### config.mk
export PLATFORM = sky130hd
export DESIGN_NAME = ps2_kbd_tx_flat
export DESIGN_NICKNAME = d
export VERILOG_FILES = /design/src/rtl/ps2_pkg.sv /design/src/rtl/ps2_kbd_tx_if.sv /design/src/rtl/ps2_frame_ser.sv /design/src/rtl/ps2_kbd_tx.sv /design/src/flat_wrapper.sv
export SDC_FILE = /design/constraint.sdc
export NUM_CORES = 1
export LEC_CHECK = 0
export CAP_MARGIN = 20
export CORE_AREA = 5 5 80 82
export DETAILED_ROUTE_END_ITERATION = 10
export DIE_AREA = 0 0 85 87
export GPL_TIMING_DRIVEN = 0
export PLACE_DENSITY_LB_ADDON = 0.2
export SYNTH_ARGS = -nofsm -noshare
export SYNTH_HDL_FRONTEND = slang
export SYNTH_SLANG_ARGS = --single-unit
### constraint.sdc
create_clock -name clk -period 5.1 [get_ports clk]
set_input_delay 0.51 -clock clk [delete_from_list [all_inputs] [get_ports clk]]
set_output_delay 0.51 -clock clk [all_outputs]
set_load 0.02 [all_outputs]
### src/rtl/ps2_pkg.sv
// Shared constants, state encodings and frame helpers for the PS/2 keyboard transmitter.
package ps2_pkg;

    localparam logic [7:0] PS2_BREAK_PREFIX = 8'hF0;
    localparam logic [7:0] PS2_EXT_PREFIX   = 8'hE0;
    localparam int unsigned PS2_FRAME_BITS  = 11;

    // One-hot serializer phases
    typedef enum logic [3:0] {
        StIdle = 4'b0001,
        StHi   = 4'b0010,
        StLo   = 4'b0100,
        StGap  = 4'b1000
    } ps2_state_e;

    // One-hot event sequencer states
    typedef enum logic [3:0] {
        KbdIdle  = 4'b0001,
        KbdLoad  = 4'b0010,
        KbdFrame = 4'b0100,
        KbdGap   = 4'b1000
    } kbd_state_e;

    // Bit i is the i-th bit on the wire: start, data LSB first, odd parity, stop.
    function automatic logic [PS2_FRAME_BITS-1:0] ps2_frame(input logic [7:0] d);
        return {1'b1, ~^d, d, 1'b0};
    endfunction

    // Byte at position idx of an event whose last position is last.
    function automatic logic [7:0] ps2_seq_byte(input logic [1:0] idx, input logic [1:0] last,
                                                input logic ext, input logic [7:0] code);
        if (idx == last) begin
            return code;
        end
        if (ext && (idx == 2'd0)) begin
            return PS2_EXT_PREFIX;
        end
        return PS2_BREAK_PREFIX;
    endfunction

endpackage

### src/rtl/ps2_kbd_tx_if.sv
// Key-event handshake and PS/2 line bundle; key_ext exists only with PS2_KBD_TX_EXT_EN.
interface ps2_kbd_tx_if;

    logic       key_valid;
    logic [7:0] key_code;
    logic       key_release;
`ifdef PS2_KBD_TX_EXT_EN
    logic       key_ext;
`endif
    logic       key_ready;
    logic       busy;
    logic       ps2_clk;
    logic       ps2_data;
    logic       byte_sent;

`ifdef PS2_KBD_TX_EXT_EN
    modport master (
        output key_valid, key_code, key_release, key_ext,
        input  key_ready, busy, ps2_clk, ps2_data, byte_sent
    );
    modport slave (
        input  key_valid, key_code, key_release, key_ext,
        output key_ready, busy, ps2_clk, ps2_data, byte_sent
    );
`else
    modport master (
        output key_valid, key_code, key_release,
        input  key_ready, busy, ps2_clk, ps2_data, byte_sent
    );
    modport slave (
        input  key_valid, key_code, key_release,
        output key_ready, busy, ps2_clk, ps2_data, byte_sent
    );
`endif

endinterface

### src/rtl/ps2_frame_ser.sv
// Serializes one byte as an 11-bit PS/2 frame; each half-period lasts CLK_DIV clocks.
module ps2_frame_ser
    import ps2_pkg::*;
#(
    parameter int unsigned CLK_DIV = 50
) (
    input  logic       clk,
    input  logic       rst,
    input  logic       start,
    input  logic [7:0] data,
    output logic       ps2_clk,
    output logic       ps2_data,
    output logic       byte_sent
);

    localparam int unsigned CNT_W = (CLK_DIV > 1) ? $clog2(CLK_DIV) : 1;
    localparam logic [CNT_W-1:0] CNT_LAST = CNT_W'(CLK_DIV - 1);
    localparam logic [3:0] BIT_LAST = 4'(PS2_FRAME_BITS - 1);

    ps2_state_e                  state_q, state_d;
    logic [CNT_W-1:0]            cnt_q, cnt_d;
    logic [3:0]                  bit_idx_q, bit_idx_d;
    logic [PS2_FRAME_BITS-1:0]   frame_q, frame_d;
    logic                        data_q, data_d;
    logic [PS2_FRAME_BITS-1:0]   new_frame;

    assign new_frame = ps2_frame(data);

    always_comb begin
        state_d   = state_q;
        cnt_d     = cnt_q;
        bit_idx_d = bit_idx_q;
        frame_d   = frame_q;
        data_d    = data_q;
        byte_sent = 1'b0;
        unique case (state_q)
            StIdle: begin
                data_d = 1'b1;
                if (start) begin
                    state_d   = StHi;
                    cnt_d     = '0;
                    bit_idx_d = '0;
                    frame_d   = new_frame;
                    data_d    = new_frame[0];
                end
            end
            StHi: begin
                if (cnt_q == CNT_LAST) begin
                    state_d = StLo;
                    cnt_d   = '0;
                end else begin
                    cnt_d = cnt_q + 1'b1;
                end
            end
            StLo: begin
                if (cnt_q == CNT_LAST) begin
                    cnt_d = '0;
                    if (bit_idx_q == BIT_LAST) begin
                        state_d   = StIdle;
                        byte_sent = 1'b1;
                        data_d    = 1'b1;
                    end else begin
                        state_d   = StHi;
                        bit_idx_d = bit_idx_q + 4'd1;
                        // Data changes only on entry to the high phase
                        data_d    = frame_q[bit_idx_q + 4'd1];
                    end
                end else begin
                    cnt_d = cnt_q + 1'b1;
                end
            end
            default: begin
                state_d = StIdle;
                data_d  = 1'b1;
            end
        endcase
    end

    always_ff @(posedge clk) begin
        if (!rst) begin
            state_q   <= StIdle;
            cnt_q     <= '0;
            bit_idx_q <= '0;
            frame_q   <= '0;
            data_q    <= 1'b1;
        end else begin
            state_q   <= state_d;
            cnt_q     <= cnt_d;
            bit_idx_q <= bit_idx_d;
            frame_q   <= frame_d;
            data_q    <= data_d;
        end
    end

    assign ps2_clk  = (state_q != StLo);
    assign ps2_data = data_q;

endmodule

### src/rtl/ps2_kbd_tx.sv
// PS/2 keyboard transmitter: latches key events and sends make/break scancode frames.
// Define PS2_KBD_TX_EXT_EN to add key_ext and the E0 extended-key prefix.
module ps2_kbd_tx
    import ps2_pkg::*;
#(
    parameter int unsigned CLK_DIV    = 50,
    parameter int unsigned GAP_HALVES = 4
) (
    input logic         clk,
    input logic         rst,
    ps2_kbd_tx_if.slave bus
);

`ifdef PS2_KBD_TX_EXT_EN
    localparam int unsigned BIDX_W = 2;
`else
    localparam int unsigned BIDX_W = 1;
`endif
    localparam int unsigned GAP_CYC = GAP_HALVES * CLK_DIV;
    localparam int unsigned GAP_W   = (GAP_CYC > 1) ? $clog2(GAP_CYC) : 1;
    localparam logic [GAP_W-1:0] GAP_LAST = GAP_W'(GAP_CYC - 1);

    kbd_state_e        state_q, state_d;
    logic [BIDX_W-1:0] byte_idx_q, byte_idx_d;
    logic [GAP_W-1:0]  gap_cnt_q, gap_cnt_d;
    logic [7:0]        code_q;
    logic              rel_q;
    logic              ext_en;
    logic              accept;
    logic              start;
    logic              frame_done;
    logic [BIDX_W-1:0] last_idx;
    logic [7:0]        tx_byte;
    logic              ser_clk;
    logic              ser_data;

    assign accept   = (state_q == KbdIdle) && bus.key_valid;
    assign last_idx = BIDX_W'(rel_q) + BIDX_W'(ext_en);
    assign tx_byte  = ps2_seq_byte(2'(byte_idx_d), 2'(last_idx), ext_en, code_q);

    always_comb begin
        state_d    = state_q;
        byte_idx_d = byte_idx_q;
        gap_cnt_d  = gap_cnt_q;
        start      = 1'b0;
        unique case (state_q)
            KbdIdle: begin
                if (bus.key_valid) begin
                    state_d    = KbdLoad;
                    byte_idx_d = '0;
                end
            end
            // Separate load cycle so the latched event is stable when the serializer starts
            KbdLoad: begin
                start   = 1'b1;
                state_d = KbdFrame;
            end
            KbdFrame: begin
                if (frame_done) begin
                    state_d   = KbdGap;
                    gap_cnt_d = '0;
                end
            end
            KbdGap: begin
                if (gap_cnt_q == GAP_LAST) begin
                    gap_cnt_d = '0;
                    if (byte_idx_q == last_idx) begin
                        state_d = KbdIdle;
                    end else begin
                        byte_idx_d = byte_idx_q + 1'b1;
                        start      = 1'b1;
                        state_d    = KbdFrame;
                    end
                end else begin
                    gap_cnt_d = gap_cnt_q + 1'b1;
                end
            end
            default: begin
                state_d = KbdIdle;
            end
        endcase
    end

    always_ff @(posedge clk) begin
        if (!rst) begin
            state_q    <= KbdIdle;
            byte_idx_q <= '0;
            gap_cnt_q  <= '0;
            code_q     <= '0;
            rel_q      <= 1'b0;
        end else begin
            state_q    <= state_d;
            byte_idx_q <= byte_idx_d;
            gap_cnt_q  <= gap_cnt_d;
            if (accept) begin
                code_q <= bus.key_code;
                rel_q  <= bus.key_release;
            end
        end
    end

`ifdef PS2_KBD_TX_EXT_EN
    logic ext_q;

    always_ff @(posedge clk) begin
        if (!rst) begin
            ext_q <= 1'b0;
        end else if (accept) begin
            ext_q <= bus.key_ext;
        end
    end

    assign ext_en = ext_q;
`else
    assign ext_en = 1'b0;
`endif

    ps2_frame_ser #(
        .CLK_DIV(CLK_DIV)
    ) u_ser (
        .clk      (clk),
        .rst      (rst),
        .start    (start),
        .data     (tx_byte),
        .ps2_clk  (ser_clk),
        .ps2_data (ser_data),
        .byte_sent(frame_done)
    );

    assign bus.ps2_clk   = ser_clk;
    assign bus.ps2_data  = ser_data;
    assign bus.byte_sent = frame_done;
    assign bus.key_ready = (state_q == KbdIdle);
    assign bus.busy      = (state_q != KbdIdle);

endmodule

### src/flat_wrapper.sv
// flat-port wrapper written by rule: the top's interface ports become plain ports
module ps2_kbd_tx_flat import ps2_pkg::*;
#(
    parameter int unsigned CLK_DIV    = 50,
    parameter int unsigned GAP_HALVES = 4
)
  (clk, rst, bus_key_valid, bus_key_code, bus_key_release, bus_key_ready, bus_busy, bus_ps2_clk, bus_ps2_data, bus_byte_sent);
  ps2_kbd_tx_if bus_i ();
  input logic clk;
  input logic rst;
  input wire logic [$bits(bus_i.key_valid)-1:0] bus_key_valid;
  input wire logic [$bits(bus_i.key_code)-1:0] bus_key_code;
  input wire logic [$bits(bus_i.key_release)-1:0] bus_key_release;
  output wire logic [$bits(bus_i.key_ready)-1:0] bus_key_ready;
  output wire logic [$bits(bus_i.busy)-1:0] bus_busy;
  output wire logic [$bits(bus_i.ps2_clk)-1:0] bus_ps2_clk;
  output wire logic [$bits(bus_i.ps2_data)-1:0] bus_ps2_data;
  output wire logic [$bits(bus_i.byte_sent)-1:0] bus_byte_sent;
  assign bus_i.key_valid = bus_key_valid;
  assign bus_i.key_code = bus_key_code;
  assign bus_i.key_release = bus_key_release;
  assign bus_key_ready = bus_i.key_ready;
  assign bus_busy = bus_i.busy;
  assign bus_ps2_clk = bus_i.ps2_clk;
  assign bus_ps2_data = bus_i.ps2_data;
  assign bus_byte_sent = bus_i.byte_sent;
  ps2_kbd_tx #(.CLK_DIV(CLK_DIV), .GAP_HALVES(GAP_HALVES)) u_core (.clk(clk), .rst(rst), .bus(bus_i));
endmodule
== After elaboration in Yosys (flattened, before gate mapping) ==
Cells that the tools add are included.

* Register bits: 47
* Bits of input ports: 12
* Output and inout bits: 5

* $add $sub $neg: 4
* Order comparisons: 1
* Equal/unequal tests: 21
* Muxes and demuxes: 41
* Bitwise operators: 1
* Reduce and logical (&&, ||, !) cells: 13

{| class="wikitable"
|+ Operators by type and width
! operator !! count
|-
| $mux 8 || 5
|-
| $mux 4 || 9
|-
| $pmux 4 s4 || 1
|-
| $pmux 8 s2 || 1
|-
| $mux 1 || 14
|-
| $mux 6 || 2
|-
| $pmux 4 s3 || 1
|-
| $pmux 6 s2 || 1
|-
| $ne 2x2->1 const B || 5
|-
| $add 8x1->8 const B || 1
|-
| $eq 4x1->1 const B || 2
|-
| $eq 4x2->1 const B || 2
|-
| $eq 4x3->1 const B || 2
|-
| $eq 4x4->1 const B || 2
|-
| $eq 8x8->1 const B || 1
|-
| $pmux 4 s2 || 1
|-
| $reduce_and 2->1 || 4
|-
| $reduce_xnor 8->1 || 1
|-
| $add 6x1->6 const B || 1
|-
| $eq 6x6->1 const B || 1
|-
| $reduce_and 3->1 || 2
|-
| $reduce_bool 2->1 || 3
|-
| $lt 4x5->1 const B || 1
|-
| $add 4x1->4 const B || 1
|-
| 14 further kinds || 17
|}

== Logic depth before layout (Yosys ltp) ==
Gate-level depths: netlist of run 1.

* Depth in word-level cells: 10
* Mapped depth: 8

== Cells and area by module ==
A second synthesis of run 1 with hierarchy kept.

* Cell total of the unflattened synthesis: 299
* Area total of the unflattened synthesis: 2519.9 µm²

{| class="wikitable"
|+ By module, submodules not included
! module !! times used !! cells each !! area an instance (µm²)
|-
| ps2_frame_ser || 1 || 163 || 1375.1
|-
| ps2_kbd_tx || 1 || 136 || 1144.8
|}

== Worst setup path before layout of run 1 ==
Ideal clock, no wire load.

* Kind: flip-flop to flip-flop
* Start point: register u_core.u_ser.state_q[0]
* End point: register u_core.gap_cnt_q[3]
* Setup time: 0.126 ns
* Arrival time: 1.913 ns
* Data required time: 4.974 ns
* Setup slack: 3.062 ns
* Cell stages (with the launch flop): 8
* Buffers on the path: 1
* Period minus slack after synthesis: 2.038 ns
* Cells stage by stage: dfxtp_1 -> clkbuf_1 -> nor2_1 -> inv_1 -> nor4_4 -> a21oi_1 -> o211ai_1 -> o21ai_0

* Word-level cells in the longest chain between the ends: 4

{| class="wikitable"
|+ Ends and longest elaborated chain
! element !! line !! source
|-
| start, declared || ps2_frame_ser.sv:20 || <nowiki>ps2_state_e state_q, state_d;</nowiki>
|-
| start signal, assigned || ps2_frame_ser.sv:81 || <nowiki>state_q <= StIdle;</nowiki>
|-
| start signal, assigned || ps2_frame_ser.sv:87 || <nowiki>state_q <= state_d;</nowiki>
|-
| $eq 4x3->1 || ps2_frame_ser.sv:36 || <nowiki>unique case (state_q)</nowiki>
|-
| $mux 1 || ps2_frame_ser.sv:36 ||
|-
| net bus_byte_sent || flat_wrapper.sv:18 || <nowiki>output wire logic [$bits(bus_i.byte_sent)-1:0] bus_byte_sent;</nowiki>
|-
| $ne 2x2->1 (no source line) || - ||
|-
| $reduce_and 2->1 (no source line) || - ||
|-
| end signal, assigned || ps2_kbd_tx.sv:94 || <nowiki>gap_cnt_q <= gap_cnt_d;</nowiki>
|-
| end, declared || ps2_kbd_tx.sv:25 || <nowiki>logic [GAP_W-1:0] gap_cnt_q, gap_cnt_d;</nowiki>
|}

The timed path passes the listed nets, and every way through them passes these cells.
A chain may end at the register's enable or synchronous reset.

== Worst setup path in the final report of run 1 ==
* Start point: register u_core.u_ser.state_q[0]
* End point: output bus_byte_sent

* Word-level cells in the longest chain between the ends: 2

{| class="wikitable"
|+ Ends and longest elaborated chain
! element !! line
|-
| $eq 4x3->1 || ps2_frame_ser.sv:36
|-
| $mux 1 || ps2_frame_ser.sv:36
|-
| end, declared || flat_wrapper.sv:18
|}

Every way passes these cells.

==> flow_metrics.tcl, run 1 <==
set metrics [dict create \
    hold_viol_final 0 \
    syn_nets 291 \
    fp.coreArea_um2 5680 \
    worstHoldPathType "reg -> reg" \
    pin_count 17 \
    power_density_nw_per_um2 246 \
    drcViolationCount 0 \
    via_count 2005 \
    grt_max_degree 15 \
    initial_core_util_pct 42.0 \
    htreeDepth 2 \
    port_buffers 15 \
    crit_type "reg -> out" \
    num_rows 28 \
    worst_ep_required_time_ns 4.59 \
    drt-wirelength-per-cell_um 14.1 \
    grt_pass1_wl_um 9010 \
    status "completed" \
    dieArea_um2 7400 \
    area_growth_pct 13.9 \
    period_share_pct 57.2 \
    finalWeightedCongestion 0.838 \
    synth_area_leaders "dfxtp_1 (39%), nand2_1 (5.5%), a21oi_1 (4.6%), xnor2_1 (3.7%), nor2_1 (3.5%)" \
    yosys.area.top_type_share_pct 38.6 \
    placed_cells 364 \
    ys_types 55 \
    worstPathMaxFanout 9 \
    grt.overflow.total 0 \
    die_y_um 87 \
    ant_nets 0 \
    crit_arrival_ns 2.41 \
    fin_skew_ns 0.0102 \
    ff_latch_area_um2 921 \
    nets 313 \
    ctsResizeCount 0 \
    drive_gt1_share_pct 10.1 \
    syn_area_um2 2380 \
    grt_usage_pct 15.0 \
    cp_cell_sequence "clkbuf_1 > nor2_1 > inv_1 > nor4_4 > clkdlybuf4s50_1" \
    crit_buf_inv 3 \
    synth_seq_cells 46 \
    grt_pass1_vias 1908 \
    cts_tree "yes" \
    fmax_ghz 0.343 \
    yosysWarnings 0 \
    cap_viol_max_count 0 \
    drtPass1Iterations 4 \
    syn-mean-instance-area_um2 8.70 \
    vias_per_cell 5.39 \
    root_buffer "clkbuf_8" \
    end_kind "output pin" \
    drv_slew 0 \
    dpl-instance-area_um2 2630 \
    multi_input_comb_area_um2 1370 \
    cp_top_family "buffers and inverters" \
    p_leak_nw 0.943 \
    layout_min_cycle_time_ns 2.92 \
    slowest_delay_ns 0.67 \
    antenna_cells 0 \
    fp.dieW_um 85 \
    setup_tns_ns 0 \
    start_kind "flip-flop" \
    rsz0062_at_grt "no" \
    ctsHoldBuffers 0 \
    stdcell_count 372 \
    final_cell_area_um2 2720 \
    cts_setup_buffers 0 \
    synth_flop_cell "dfxtp_1" \
    yosysMostFrequentCell "dfxtp_1" \
    clockBufferDepth 2 \
    fillers 592 \
    relSlewSlack_pct 32.7 \
    insertion_delay_ns 0.30 \
    path_clk_slew_ns 0.09 \
    synth_edf_count 0 \
    synth-seq-area-share_pct 38.6 \
    setup_viol 0 \
    async_flop_share_pct 0 \
    dp_hpwl_um 3790 \
    antenna_found_initial 0 \
    cp_slowest_cell "clkdlybuf4s50_1" \
    tightest_slew_ns 1.00 \
    wirelength_um 5240 \
    cts.sinks 46 \
    synth_common_cells "dfxtp_1 (46), nand2_1 (35), a21oi_1 (22), nor2_1 (22), o21ai_0 (13)" \
    cts_buffers 5 \
    yosysTopAreaCell "dfxtp_1" \
    irDropWorstVdd_v 0.000163 \
    synthCells 274 \
    drtIter0Drc 78 \
]
[stage by stage]
stage | setup WS (ns) | utilization (%) | power, mW | hold slack (ns)
floorplan | 3.06 | - | 0.426 | 0.432
global placement | 2.51 | 46.3 | 0.449 | 0.460
detailed placement | 2.52 | 46.3 | 0.450 | 0.461
CTS | 2.17 | 47.8 | 0.676 | 0.478
global route | 2.02 | 47.8 | 0.699 | 0.498
finish | 2.18 | 47.8 | 0.668 | 0.475
[worst register-to-register path, stage by stage (launching register included)]
cell and delay [ns]:
dfxtp_1 0.31, clkbuf_1 0.19, nor2_1 0.34, inv_1 0.20, nor4_4 0.40, a21oi_1 0.28, o211ai_1 0.23, o21ai_0 0.10
[cells by family (layout without fill, tap and decap cells)]
logic type               Yosys count  in the layout  synth area share [%]
buffers and inverters             20             43                  4.04
XOR/XNOR                          11             11                  4.04
AND/OR/NAND/NOR                  112            112                  26.7
multiplexers                       4              4                  2.20
AO/OA/AOI/OAI                     76             76                  21.8
adder cells (fa/ha/maj)            5              5                  2.62
flip-flops                        46             46                  38.6
[flip-flops by register name, indices dropped and copies added, names as in the netlist]
signal                  cells
u_core.byte_idx_q           1
u_core.code_q               8
u_core.gap_cnt_q            8
u_core.rel_q                1
u_core.state_q              4
u_core.u_ser.bit_idx_q      4
u_core.u_ser.cnt_q          6
u_core.u_ser.frame_q       10
u_core.u_ser.ps2_data       1
u_core.u_ser.state_q        3
[cells in the final DEF (no fill, tap or decap), types with 3 or more instances in the layout]
cell type and instances:
a211oi_1 3, a21oi_1 22, a31oi_1 4, and3_1 5, clkbuf_1 9, clkbuf_8 5
clkdlybuf4s50_1 15, dfxtp_1 46, ha_1 5, inv_1 7, mux2i_1 3, nand2_1 35
nand2b_1 5, nand3_1 6, nand3b_1 8, nor2_1 22, nor3_1 12, o21a_1 4
o21ai_0 13, o221a_1 4, o22ai_1 5, xnor2_1 10
[final cells by class]
type / instances / area share (%)
sequential: 46 / 33.9
timing repair buffer: 15 / 5.53
inverter: 8 / 1.11
clock inverter: 2 / 0.507
buffer: 12 / 2.44
tap: 75 / 3.46
multi-input combinational: 208 / 50.4
clock buffer: 6 / 2.67
[routing by layer]
| layer | up-vias | share of wire (%) | GRT usage, % |
|---|---|---|---|
| met5 | - | 0 | 0 |
| met4 | 0 | 2.7 | 6.62 |
| met3 | 10 | 2.8 | 3.12 |
| met2 | 32 | 44 | 23.2 |
| met1 | 925 | 50 | 20.3 |
| li1 | 1038 | - | - |
[power by group]
part	switching, mW	internal, mW
registers	0.00943	0.367
logic	0.0337	0.0311
clock network	0.130	0.0971
[worst paths after layout]
| check | from | end | slack (ns) | cells past startpoint |
|---|---|---|---|---|
| setup / recovery | u_core.u_ser.state_q[0] | bus_byte_sent | 2.18 | 5 |
| hold / removal | u_core.u_ser.frame_q[2] | u_core.u_ser.frame_q[2] | 0.47 | 2 |
| setup reg to reg | u_core.u_ser.state_q[0] | u_core.gap_cnt_q[3] | 2.94 | 7 |
| hold reg to reg | u_core.u_ser.frame_q[2] | u_core.u_ser.frame_q[2] | 0.47 | 2 |
(Power assumes the default switching activity.)
==> inputs of run 2 (changes only) <==
clock period = 2.65 ns   (was 5.1 ns; I/O delays follow)
==> run 2 against run 1 <==
Hold slack lost 0.13 ns. Critical endpoint is now bus_key_ready. Highest routed layer unchanged. Die area is the same. Via count is the same. Largest power group unchanged. Wire length grew 0.17%. Clock-buffer cell count is the same.
==> flow_metrics.tcl, run 2 (synthesized netlist as in run 1, its figures left out) <==
set metrics [dict create \
    status "completed" \
    placed_cells 364 \
    hold_viol_final 0 \
    irDropWorstVdd_v 0.000313 \
    grt.overflow.total 0 \
    place_ws_ns 0.311 \
    worstHoldPathType "in -> reg" \
    worstPathMaxFanout 8 \
    path_clk_slew_ns 0.09 \
    drt-wirelength-per-cell_um 14.1 \
    grt_usage_pct 15.0 \
    via_count 2005 \
    finalWeightedCongestion 0.838 \
    rsz0062_at_grt "no" \
    drive_gt1_share_pct 10.4 \
    grt_pass1_vias 1913 \
    largest_reg_flops 10 \
    crit_arrival_ns 1.97 \
    clkPwrFrac_pct 33.9 \
    vias_per_cell 5.39 \
    ant_nets 0 \
    port_buffers 15 \
    final_common_cell "dfxtp_1" \
    setup_tns_ns 0 \
    power_density_nw_per_um2 472 \
    drv_slew 0 \
    antenna_cells 0 \
    root_buffer "clkbuf_8" \
    cts_buffers 5 \
    top_register "u_core.u_ser.frame_q" \
    stdcell_count 372 \
    die_y_um 87 \
    internal-power_mw 0.953 \
    start_kind "flip-flop" \
    cts_tree "yes" \
    fmax_ghz 0.448 \
    grt_max_degree 15 \
    drcViolationCount 0 \
    cap_viol_max_count 0 \
    setup_viol 0 \
    num_rows 28 \
    grt_pass1_wl_um 8980 \
    layout_min_cycle_time_ns 2.23 \
    dieArea_um2 7400 \
    final_cell_area_um2 2720 \
    p_switching_mw 0.332 \
    crit_type "reg -> out" \
    dp_hpwl_um 3790 \
    fp.coreArea_um2 5680 \
    whs_ns 0.343 \
    period_share_pct 84.3 \
    initial_core_util_pct 42.0 \
    sw_frac_of_total_pct 25.9 \
    tightest_slew_ns 1.01 \
    cts.sinks 46 \
    worst_ep_required_time_ns 2.38 \
    pwr-share-seq_pct 56.4 \
    nets 313 \
    drtPass1Iterations 4 \
    antenna_found_initial 0 \
    clockBufferDepth 2 \
    dpl-instance-area_um2 2630 \
    fin_ws_ns 0.416 \
    relSlewSlack_pct 32.4 \
    fin_skew_ns 0.00956 \
    mostFrequentLayoutCells "dfxtp_1 (46), nand2_1 (35), a21oi_1 (22)" \
    end_kind "output pin" \
    fp.dieW_um 85 \
    power_frac_comb_pct 9.7 \
    pin_count 17 \
    drtIter0Drc 79 \
    insertion_delay_ns 0.30 \
    p_leak_nw 0.962 \
    htreeDepth 2 \
    top_regs "u_core.u_ser.frame_q (10), u_core.code_q (8), u_core.gap_cnt_q (8)" \
    wirelength_um 5250 \
    area_growth_pct 14.1 \
]
==> run 2: cell count changes in the layout (fill, tap and decap cells not counted) <==
cell             previous run  this run
nor2_1                     22        21
nor2_2                      0         1
dlymetal6s2s_1              0         1
clkdlybuf4s50_1            15        14
==> run 2: cell type report <==
cell class / count / area, µm²
Buffer: 12 / 66.3
Multi-Input combinational cell: 208 / 1370
Inverter: 8 / 30.0
Clock inverter: 2 / 13.8
Tap cell: 75 / 93.8
Fill cell: 591 / 2960
Sequential cell: 46 / 921
Clock buffer: 6 / 72.6
Timing Repair Buffer: 15 / 153
==> run 2: per-stage QoR <==
stage               utilization, %  power (mW)
floorplan                        -       0.820
global placement              46.3       0.865
detailed placement            46.3       0.866
CTS                           47.9        1.30
global route                  47.9        1.35
finish                        47.9        1.29
==> run 2: final timing paths <==
path                                           startpoint                       to  slack, ns  cells past startpoint
worst max-delay path                    u_core.state_q[0]            bus_key_ready       0.42                      2
worst min-delay path                                  rst  u_core.u_ser.frame_q[1]       0.34                      3
worst max register to register  u_core.u_ser.bit_idx_q[0]    u_core.u_ser.ps2_data       0.52                      8
worst min register to register    u_core.u_ser.frame_q[2]  u_core.u_ser.frame_q[2]       0.47                      2
==> run 2: per-layer routing <==
metal | GRT usage (%) | share of wire [%] | up-vias
met3 | 3.12 | 2.6 | 10
met1 | 20.1 | 50 | 931
met5 | 0 | 0 | -
met2 | 23.2 | 45 | 27
li1 | - | - | 1037
met4 | 6.62 | 2.7 | 0
==> run 2: repair_timing <==
action	CTS	global route
gates resized for setup	1	1
setup endpoints to repair	1	1
gates cloned	0	0
hold buffers	0	0
setup buffers	0	0
==> run 2: worst max-delay path, stage by stage, from the launching register on <==
cell             delay (ns)
dfxtp_1                0.53
nor4b_2                0.45
clkdlybuf4s50_1        0.69
==> run 2: power by group through the flow <==
stage	logic, mW	registers, mW	clock network (mW)
after floorplan	0.0838	0.736	0
after global placement	0.125	0.740	0
after detailed placement	0.125	0.741	0
after CTS	0.126	0.724	0.451
after global routing	0.139	0.727	0.480
final	0.125	0.725	0.436
